$ cat config.mk
export PLATFORM = sky130hd
export DESIGN_NAME = uart_tx_fifo
export DESIGN_NICKNAME = d
export VERILOG_FILES = /design/src/rtl/uart_tx_fifo.sv
export SDC_FILE = /design/constraint.sdc
export NUM_CORES = 1
export LEC_CHECK = 0
export ABC_AREA = 0
export CAP_MARGIN = 30
export CORE_AREA = 2 2 53 92
export CTS_BUF_LIST = sky130_fd_sc_hd__clkbuf_8
export CTS_CLUSTER_SIZE = 20
export DETAILED_ROUTE_END_ITERATION = 6
export DIE_AREA = 0 0 55 94
export PLACE_DENSITY = 0.76
export SLEW_MARGIN = 40
export SYNTH_ARGS = -nofsm -noshare
export SYNTH_HDL_FRONTEND = slang
export SYNTH_SLANG_ARGS = --single-unit
$ cat constraint.sdc
create_clock -name CLK -period 3.1 [get_ports CLK]
set_input_delay 0.62 -clock CLK [delete_from_list [all_inputs] [get_ports CLK]]
set_output_delay 0.62 -clock CLK [all_outputs]
set_load 0.01 [all_outputs]
$ cat src/rtl/uart_tx_fifo.sv
// Byte FIFO feeding an 8N1 UART transmitter; tx starts one cycle after a write into an idle, empty FIFO.
// Writes while full are dropped (no backpressure beyond 'full'); define UART_TX_PARITY_EN to add an even-parity bit.
module uart_tx_fifo #(
  parameter int CLKS_PER_BIT = 16,
  parameter int FIFO_DEPTH   = 4
) (
  input  logic       CLK,
  input  logic       R,
  input  logic       wr_en,
  input  logic [7:0] wr_data,
  output logic       full,
  output logic       busy,
  output logic       tx
);
  localparam int AW = $clog2(FIFO_DEPTH);
  localparam int CW = (CLKS_PER_BIT > 1) ? $clog2(CLKS_PER_BIT) : 1;

  typedef enum logic [2:0] {
    IDLE,
    START,
    DATA,
`ifdef UART_TX_PARITY_EN
    PARITY,
`endif
    STOP
  } state_t;

  logic [7:0]    mem [FIFO_DEPTH];
  logic [AW-1:0] wptr, rptr;
  logic [AW:0]   count;
  logic [CW-1:0] cnt;
  logic [2:0]    bit_idx;
  logic [7:0]    shreg;
`ifdef UART_TX_PARITY_EN
  logic          par;
`endif
  state_t        state;

  logic empty, wr_ok, last_tick, pop;

  assign empty     = (count == '0);
  assign full      = (count == (AW+1)'(FIFO_DEPTH));
  assign busy      = !empty || (state != IDLE);
  assign wr_ok     = wr_en && !full;
  assign last_tick = (cnt == CW'(CLKS_PER_BIT - 1));
  assign pop       = !empty && ((state == IDLE) || ((state == STOP) && last_tick));

  // Storage has no reset; pointers and count define validity.
  always_ff @(posedge CLK) begin
    if (R && wr_ok) mem[wptr] <= wr_data;
  end

  // Power-of-two depth lets the pointers wrap naturally.
  always_ff @(posedge CLK or negedge R) begin
    if (!R) begin
      wptr  <= '0;
      rptr  <= '0;
      count <= '0;
    end else begin
      if (wr_ok) wptr <= wptr + 1'b1;
      if (pop)   rptr <= rptr + 1'b1;
      count <= count + {{AW{1'b0}}, wr_ok} - {{AW{1'b0}}, pop};
    end
  end

  always_ff @(posedge CLK or negedge R) begin
    if (!R) begin
      state   <= IDLE;
      tx      <= 1'b1;
      cnt     <= '0;
      bit_idx <= '0;
      shreg   <= '0;
`ifdef UART_TX_PARITY_EN
      par     <= 1'b0;
`endif
    end else begin
      case (state)
        IDLE: begin
          if (pop) begin
            shreg <= mem[rptr];
`ifdef UART_TX_PARITY_EN
            par   <= ^mem[rptr];
`endif
            state <= START;
            tx    <= 1'b0;
            cnt   <= '0;
          end
        end
        START: begin
          if (last_tick) begin
            cnt     <= '0;
            bit_idx <= '0;
            state   <= DATA;
            tx      <= shreg[0];
          end else begin
            cnt <= cnt + 1'b1;
          end
        end
        DATA: begin
          if (last_tick) begin
            cnt <= '0;
            if (bit_idx == 3'd7) begin
`ifdef UART_TX_PARITY_EN
              state <= PARITY;
              tx    <= par;
`else
              state <= STOP;
              tx    <= 1'b1;
`endif
            end else begin
              bit_idx <= bit_idx + 3'd1;
              shreg   <= {1'b0, shreg[7:1]};
              tx      <= shreg[1];
            end
          end else begin
            cnt <= cnt + 1'b1;
          end
        end
`ifdef UART_TX_PARITY_EN
        PARITY: begin
          if (last_tick) begin
            cnt   <= '0;
            state <= STOP;
            tx    <= 1'b1;
          end else begin
            cnt <= cnt + 1'b1;
          end
        end
`endif
        STOP: begin
          if (last_tick) begin
            cnt <= '0;
            if (pop) begin
              shreg <= mem[rptr];
`ifdef UART_TX_PARITY_EN
              par   <= ^mem[rptr];
`endif
              state <= START;
              tx    <= 1'b0;
            end else begin
              state <= IDLE;
            end
          end else begin
            cnt <= cnt + 1'b1;
          end
        end
        default: begin
          state <= IDLE;
          tx    <= 1'b1;
          cnt   <= '0;
        end
      endcase
    end
  end
endmodule

==> impl_metrics.toml, run 1 <==
[synthesis]
synth_edf_count = 32
synth_top_area_share_pct = 36.5
ys_ff_latch = 57
synth_most_common_cell = "edfxtp_1"
ys_seq_area_share_pct = 60.3
synth_fp_nets = 204
synthAdderAreaFrac_pct = 7.41
synthTopCellsByCount = "edfxtp_1 (32), dfrtp_1 (24), mux2_2 (17), ha_1 (14)"
synthSimpleGateAreaFrac_pct = 6.46
synth-compound-area-share_pct = 6.42
async_reset_ff_share_pct = 43.9
synth_area_leader_cell = "edfxtp_1"
synth-xor-area-share_pct = 2.00
synth_area_sq_um = 2630
avgSynthCellArea_sq_um = 14.8
netlist_top_cells_area = "edfxtp_1 (37%), dfrtp_1 (23%), mux2_2 (7.3%)"
ys_warn_count = 0
muxShareOfSynthArea_pct = 14.5
ys_types = 36
synth_top_family_by_area = "multiplexers"
synth_cells = 178
synth_ff_type = "edfxtp_1"

[timing]
finalMaxSlewViolations = 0
tightest_slew_ps = 585
finalCriticalPeriod_ps = 2590
setup_tns_ps = 0
max_clock_freq_ghz = 0.386
slew_headroom_pct = 61.0
finalHoldViolCount = 0
fin_crit_sh_pct = 83.6
rsz0062_at_grt = "false"
final.setup_skew_ps = 6.17
final-setup-viol-count = 0

[hold_path]
hold_class = "reg2reg"
holdCritStartpoint = "shreg[7]"
min_path_cells = 1
worstHoldEndpoint = "shreg[7]"

[power]
peakVddDrop_mv = 0.622
power_frac_comb_pct = 35.1
cell_internal_pwr_w = 0.00193
power_frac_seq_pct = 41.7
power.leakage_nw = 1.17
p_switching_w = 0.000962
power_frac_clock_pct = 23.2
pwr_density_cell_nw_per_um2 = 964
swShare_pct = 33.2

[finish]
area_growth_syn_to_layout_pct = 14.2
layout-drive-gt1-share_pct = 22.8
diodes = 0
multi_input_area_sq_um = 968
seq_area_sq_um = 1590
nets = 223
n_fill_cell = 318
layout.cells.non_filler = 253

[placed_design]
gp_congestion = 0.712
dp_cells = 237
dp_hpwl_um = 3240
portBuffers = 13

[floorplanning]
ios = 14
die_w_um = 55
dieArea_sq_um = 5170
start_util_pct = 59.8
die-height_um = 94
coreArea_sq_um = 4400
placementRows = 32

[critical_path]
rr_startpoint = "state[0]"
crit_arrival_ps = 2840
required_ps = 3350
reg2reg_to = "count[2]"
crit_chain = "inv_1 > ha_1 > inv_1 > a21oi_1 > ha_1 > inv_1 > ha_1 > inv_1 > fa_1 > xnor2_1 > xnor2_1"
reg2reg_slack_ps = 510
slowest_delay_ps = 430
end_kind = "register"
critical_path_class = "reg2reg"
reg2regPathDepth = 11
cp_slowest_cell = "dfrtp_1"
cp_max_fo = 13
crit_top_cell = "inv_1"
startpoint_type = "register"

[routing]
wl_met1_um = 1730
viasPerCell = 5.95
drt_wl_total_um = 4510
drt_iter0_markers = 52
route.met3.wl_um = 123
routed-via-count = 1506
wl_per_cell_um = 17.8
dr.max_layer_used = "met4"
drtPass1Iterations = 4
ant_nets = 0
route.met2.wl_um = 2580
drc = 0

[outcome]
status = "completed"

[clock_network]
clk_root_buffer_cell = "clkbuf_8"
cts_max_path_buffers = 2
cts_sinks = 57
clkLatencyLatePin_ps = 330
postCtsSetupRepairBufs = 0
ctsResizeCount = 0
htree_levels = 3
clkTransAtPathRegs_ps = 70
cts_tree = "built"
cts_hold_buf = 0
cts_buffers = 9

[global_routing]
grt_first_pass_wirelength_um = 7420
grt_usage_pct = 21.6
antenna_found_initial = 0
overflow = 0
grt_pass1_vias = 1596
grt_max_degree = 26

[run]
drv_cap = 0
-- worst max-delay path by stage --
stage | from | to | depth (start not counted)
floorplan | state[0] | count[2] | 12
global route | state[0] | count[2] | 11
detailed placement | wr_en | count[2] | 10
finish | state[0] | count[2] | 11
CTS | state[1] | count[2] | 11
global placement | wr_en | count[2] | 10
-- sequential cells by signal (all words and copies together) (netlist names) --
name and count:
state 2, bit_idx 3, count 3, shreg 8, cnt 4, mem 32, tx 1, wptr 2
rptr 2
-- through the flow --
step | cell area (sq um) | power [W] | hold slack (ps) | worst slack (ps) | utilization, %
global placement | 2810 | 0.00214 | 486 | 581 | 63.8
finish | 3010 | 0.00290 | 519 | 508 | 68.2
global route | 3010 | 0.00310 | 533 | 273 | 68.2
CTS | 3010 | 0.00292 | 518 | 470 | 68.2
detailed placement | 2810 | 0.00224 | 502 | 443 | 63.8
floorplan | 2630 | 0.00198 | 324 | 675 | -
-- power groups by stage --
| stage | logic (W) | clock network [W] | registers (W) |
|---|---|---|---|
| finish | 0.00102 | 0.000672 | 0.00121 |
| global route | 0.00113 | 0.000724 | 0.00124 |
| CTS | 0.00103 | 0.000689 | 0.00121 |
| detailed placement | 0.00102 | 0 | 0.00123 |
| global placement | 0.000936 | 0 | 0.00120 |
| floorplan | 0.000854 | 0 | 0.00112 |
-- cells by family after synthesis --
group	after synthesis
adders and majority gates	15
xor gates and xnor gates	6
DFF	57
and+or+nand+nor	33
buffers and inverters	18
AOI/OAI and AO/OA	23
muxes	26
-- per-layer routing --
layer  up-vias  global-route usage [%]
met5         -                       0
met4         0                    10.4
met3         7                    5.73
met2        25                    38.3
met1       784                    21.9
li1        690                       -
-- critical path, delay by kind of cell (launching register included) --
kind            cells  cell delay (ps)
flops               1              430
fa+ha+maj           4             1190
buf+inv             4              290
compound gates      1              260
xor+xnor            2              330
-- layout make-up --
class,count,area share [%]
Clock buffer,9,4.12
Timing Repair Buffer,16,5.08
Sequential cell,57,52.8
Multi-Input combinational cell,103,32.2
Clock inverter,7,2.37
Tap cell,51,2.12
Inverter,10,1.25
-- cell usage in the layout (no fill, tap or decap), types with 2 or more instances in the layout --
cell type	n
a22o_1	3
clkinvlp_4	5
nand2_1	10
a21o_1	2
dfrtp_1	24
nor2_1	3
and3_1	5
buf_4	3
clkbuf_8	9
clkdlybuf4s50_1	13
nor2b_1	2
edfxtp_1	32
xnor2_1	5
mux2_2	17
o21ai_0	8
mux4_2	8
inv_1	10
nand3_1	7
a21oi_1	3
nor3_1	2
ha_1	14
(Power assumes the default switching activity.)
==> run 2: changes to the inputs <==
--- a/config.mk
+++ b/config.mk
@@ -7,12 +7,12 @@
 export LEC_CHECK = 0
 export ABC_AREA = 0
 export CAP_MARGIN = 30
-export CORE_AREA = 2 2 53 92
+export CORE_AREA = 2 2 55 96
 export CTS_BUF_LIST = sky130_fd_sc_hd__clkbuf_8
 export CTS_CLUSTER_SIZE = 20
 export DETAILED_ROUTE_END_ITERATION = 6
-export DIE_AREA = 0 0 55 94
-export PLACE_DENSITY = 0.76
+export DIE_AREA = 0 0 57 98
+export PLACE_DENSITY = 0.74
 export SLEW_MARGIN = 40
 export SYNTH_ARGS = -nofsm -noshare
 export SYNTH_HDL_FRONTEND = slang
==> constraint.sdc (replaced) <==
create_clock -name CLK -period 2.32 [get_ports CLK]
set_input_delay 0.464 -clock CLK [delete_from_list [all_inputs] [get_ports CLK]]
set_output_delay 0.464 -clock CLK [all_outputs]
set_load 0.01 [all_outputs]
==> run 2 against run 1 <==
Largest power group unchanged. Via count grew 1.5%. Clock-buffer cell count stayed put. Clock skew up 1.3 ps. Hold slack worse by 170 ps. Critical endpoint is now shreg[5].
==> impl_metrics.toml, run 2 (synthesis results as in run 1) <==
[critical_path]
cp_max_fo = 4
critical_path_class = "reg2reg"
end_kind = "register"
path_delay_family = "compound AO/OA/AOI/OAI gates"
cp_slowest_cell = "dfrtp_1"
path_buf_inv = 2
slowest_delay_ps = 400
required_ps = 2540
reg2reg_to = "shreg[5]"
crit_arrival_ps = 2420
rr_startpoint = "state[1]"
reg2regPathDepth = 7
reg2reg_slack_ps = 120
startpoint_type = "register"
crit_chain = "inv_1 > ha_2 > or3b_1 > a21o_1 > a221oi_4 > buf_4 > mux2_2"

[finish]
area_growth_syn_to_layout_pct = 18.9
final_util_pct = 64.5
largest_reg_flops = 32
layout-drive-gt1-share_pct = 29.2
layout.cells.non_filler = 270
top_register = "mem"
multi_input_area_sq_um = 990
seq_area_sq_um = 1590
n_fill_cell = 372
design_area_sq_um = 3130
nets = 237
diodes = 0
layout_commonest_cell = "edfxtp_1"
layout_common_cells = "edfxtp_1 (32), dfrtp_1 (24), mux2_2 (17), buf_4 (17), clkdlybuf4s50_1 (12)"
largestRegisters = "mem x32, shreg x8, cnt x4"

[placed_design]
gp_congestion = 0.873
dp_hpwl_um = 3240
post_dp_cell_area_sq_um = 2890
portBuffers = 13
dp_cells = 250

[routing]
routed-via-count = 1528
wl_per_cell_um = 16.3
viasPerCell = 5.66
drt_wl_total_um = 4410
drtPass1Iterations = 4
drt_iter0_markers = 66
ant_nets = 0
drc = 0

[clock_network]
cts_sinks = 57
cts_tree = "built"
cts_max_path_buffers = 2
clkLatencyLatePin_ps = 340
htree_levels = 3
cts_hold_buf = 0
clkTransAtPathRegs_ps = 60
cts_buffers = 9
clk_root_buffer_cell = "clkbuf_8"

[hold_path]
hold_class = "in2async"

[floorplanning]
coreArea_sq_um = 4850
dieArea_sq_um = 5590
die-height_um = 98
placementRows = 34
die_w_um = 57
start_util_pct = 54.3
ios = 14

[power]
power.leakage_nw = 1.25
peakVddDrop_mv = 0.806
pwr_density_cell_nw_per_um2 = 1280

[timing]
rsz0062_at_grt = "true"
tightest_slew_ps = 519
slew_headroom_pct = 65.4
final-setup-viol-count = 0
finalMaxSlewViolations = 0
finalHoldViolCount = 0
finalCriticalPeriod_ps = 2200
max_clock_freq_ghz = 0.455
fin_crit_sh_pct = 94.7
final.setup_skew_ps = 7.48

[global_routing]
grt_pass1_vias = 1701
grt_max_degree = 24
grt_first_pass_wirelength_um = 7760
antenna_found_initial = 0
grt_usage_pct = 18.8
overflow = 0

[run]
drv_cap = 0

[outcome]
status = "completed"
run 2: cell types whose count changed in the layout (fill, tap and decap cells not counted), sizes merged:
cell | before | now
buf | 3 | 17
clkinvlp | 5 | 2
clkinv | 1 | 3
clkdlybuf4s50 | 13 | 12
dlymetal6s2s | 0 | 1
inv | 10 | 11
run 2: repair_timing:
action,4_1_cts,5_1_grt
setup endpoints to repair,1,5
setup buffers,3,1
pin swaps,0,1
resized for setup,0,5
run 2: worst max-delay path by stage:
| stage | to | cells past startpoint | start |
|---|---|---|---|
| 2_1_floorplan | count[2] | 11 | count[1] |
| 3_3_place_gp | count[2] | 10 | wr_en |
| 3_5_place_dp | count[2] | 10 | wr_en |
| 4_1_cts | busy | 5 | state[0] |
| 5_1_grt | count[2] | 11 | state[1] |
| 6_report | shreg[5] | 7 | state[1] |
run 2: cell type report:
type,instances,area share [%]
repair buffers,30,8.32
clock inverters,7,2.00
well taps,54,2.16
multi-input cells,103,31.6
inverters,10,1.20
flip-flops and latches,57,50.7
clock buffers,9,3.96
run 2: through the flow:
stage               hold slack [ps]  TNS [ps]  setup slack [ps]  total power [W]
global placement                486     -52.5             -52.5          0.00297
detailed placement              499      -134              -134          0.00309
CTS                             328         0              22.8          0.00400
global route                    346     -8.69             -8.69          0.00429
finish                          347         0               123          0.00400
floorplan                       168         0              4.82          0.00265
run 2: metal layers:
metal / wire length (um) / GRT usage (%) / share of wire [%]
met4: 65 / 8.23 / 1.5
met2: 2560 / 32.4 / 58
met3: 132 / 7.28 / 3.0
met5: 0 / 0 / 0
met1: 1660 / 19.8 / 37
run 2: power breakdown:
part	switching [W]	internal (W)	leakage, nW
Clock	0.000384	0.000483	0.0939
Combinational	0.000650	0.000881	0.560
Sequential	0.000244	0.00135	0.596
Total	0.00128	0.00272	1.25
==> run 3: changes to the inputs <==
--- a/config.mk
+++ b/config.mk
@@ -12,6 +12,7 @@
 export CTS_CLUSTER_SIZE = 20
 export DETAILED_ROUTE_END_ITERATION = 6
 export DIE_AREA = 0 0 57 98
+export HOLD_SLACK_MARGIN = 0.15
 export PLACE_DENSITY = 0.74
 export SLEW_MARGIN = 40
 export SYNTH_ARGS = -nofsm -noshare
==> results of run 3 <==
The final DEF is identical to that of run 2; final timing and power are the same.
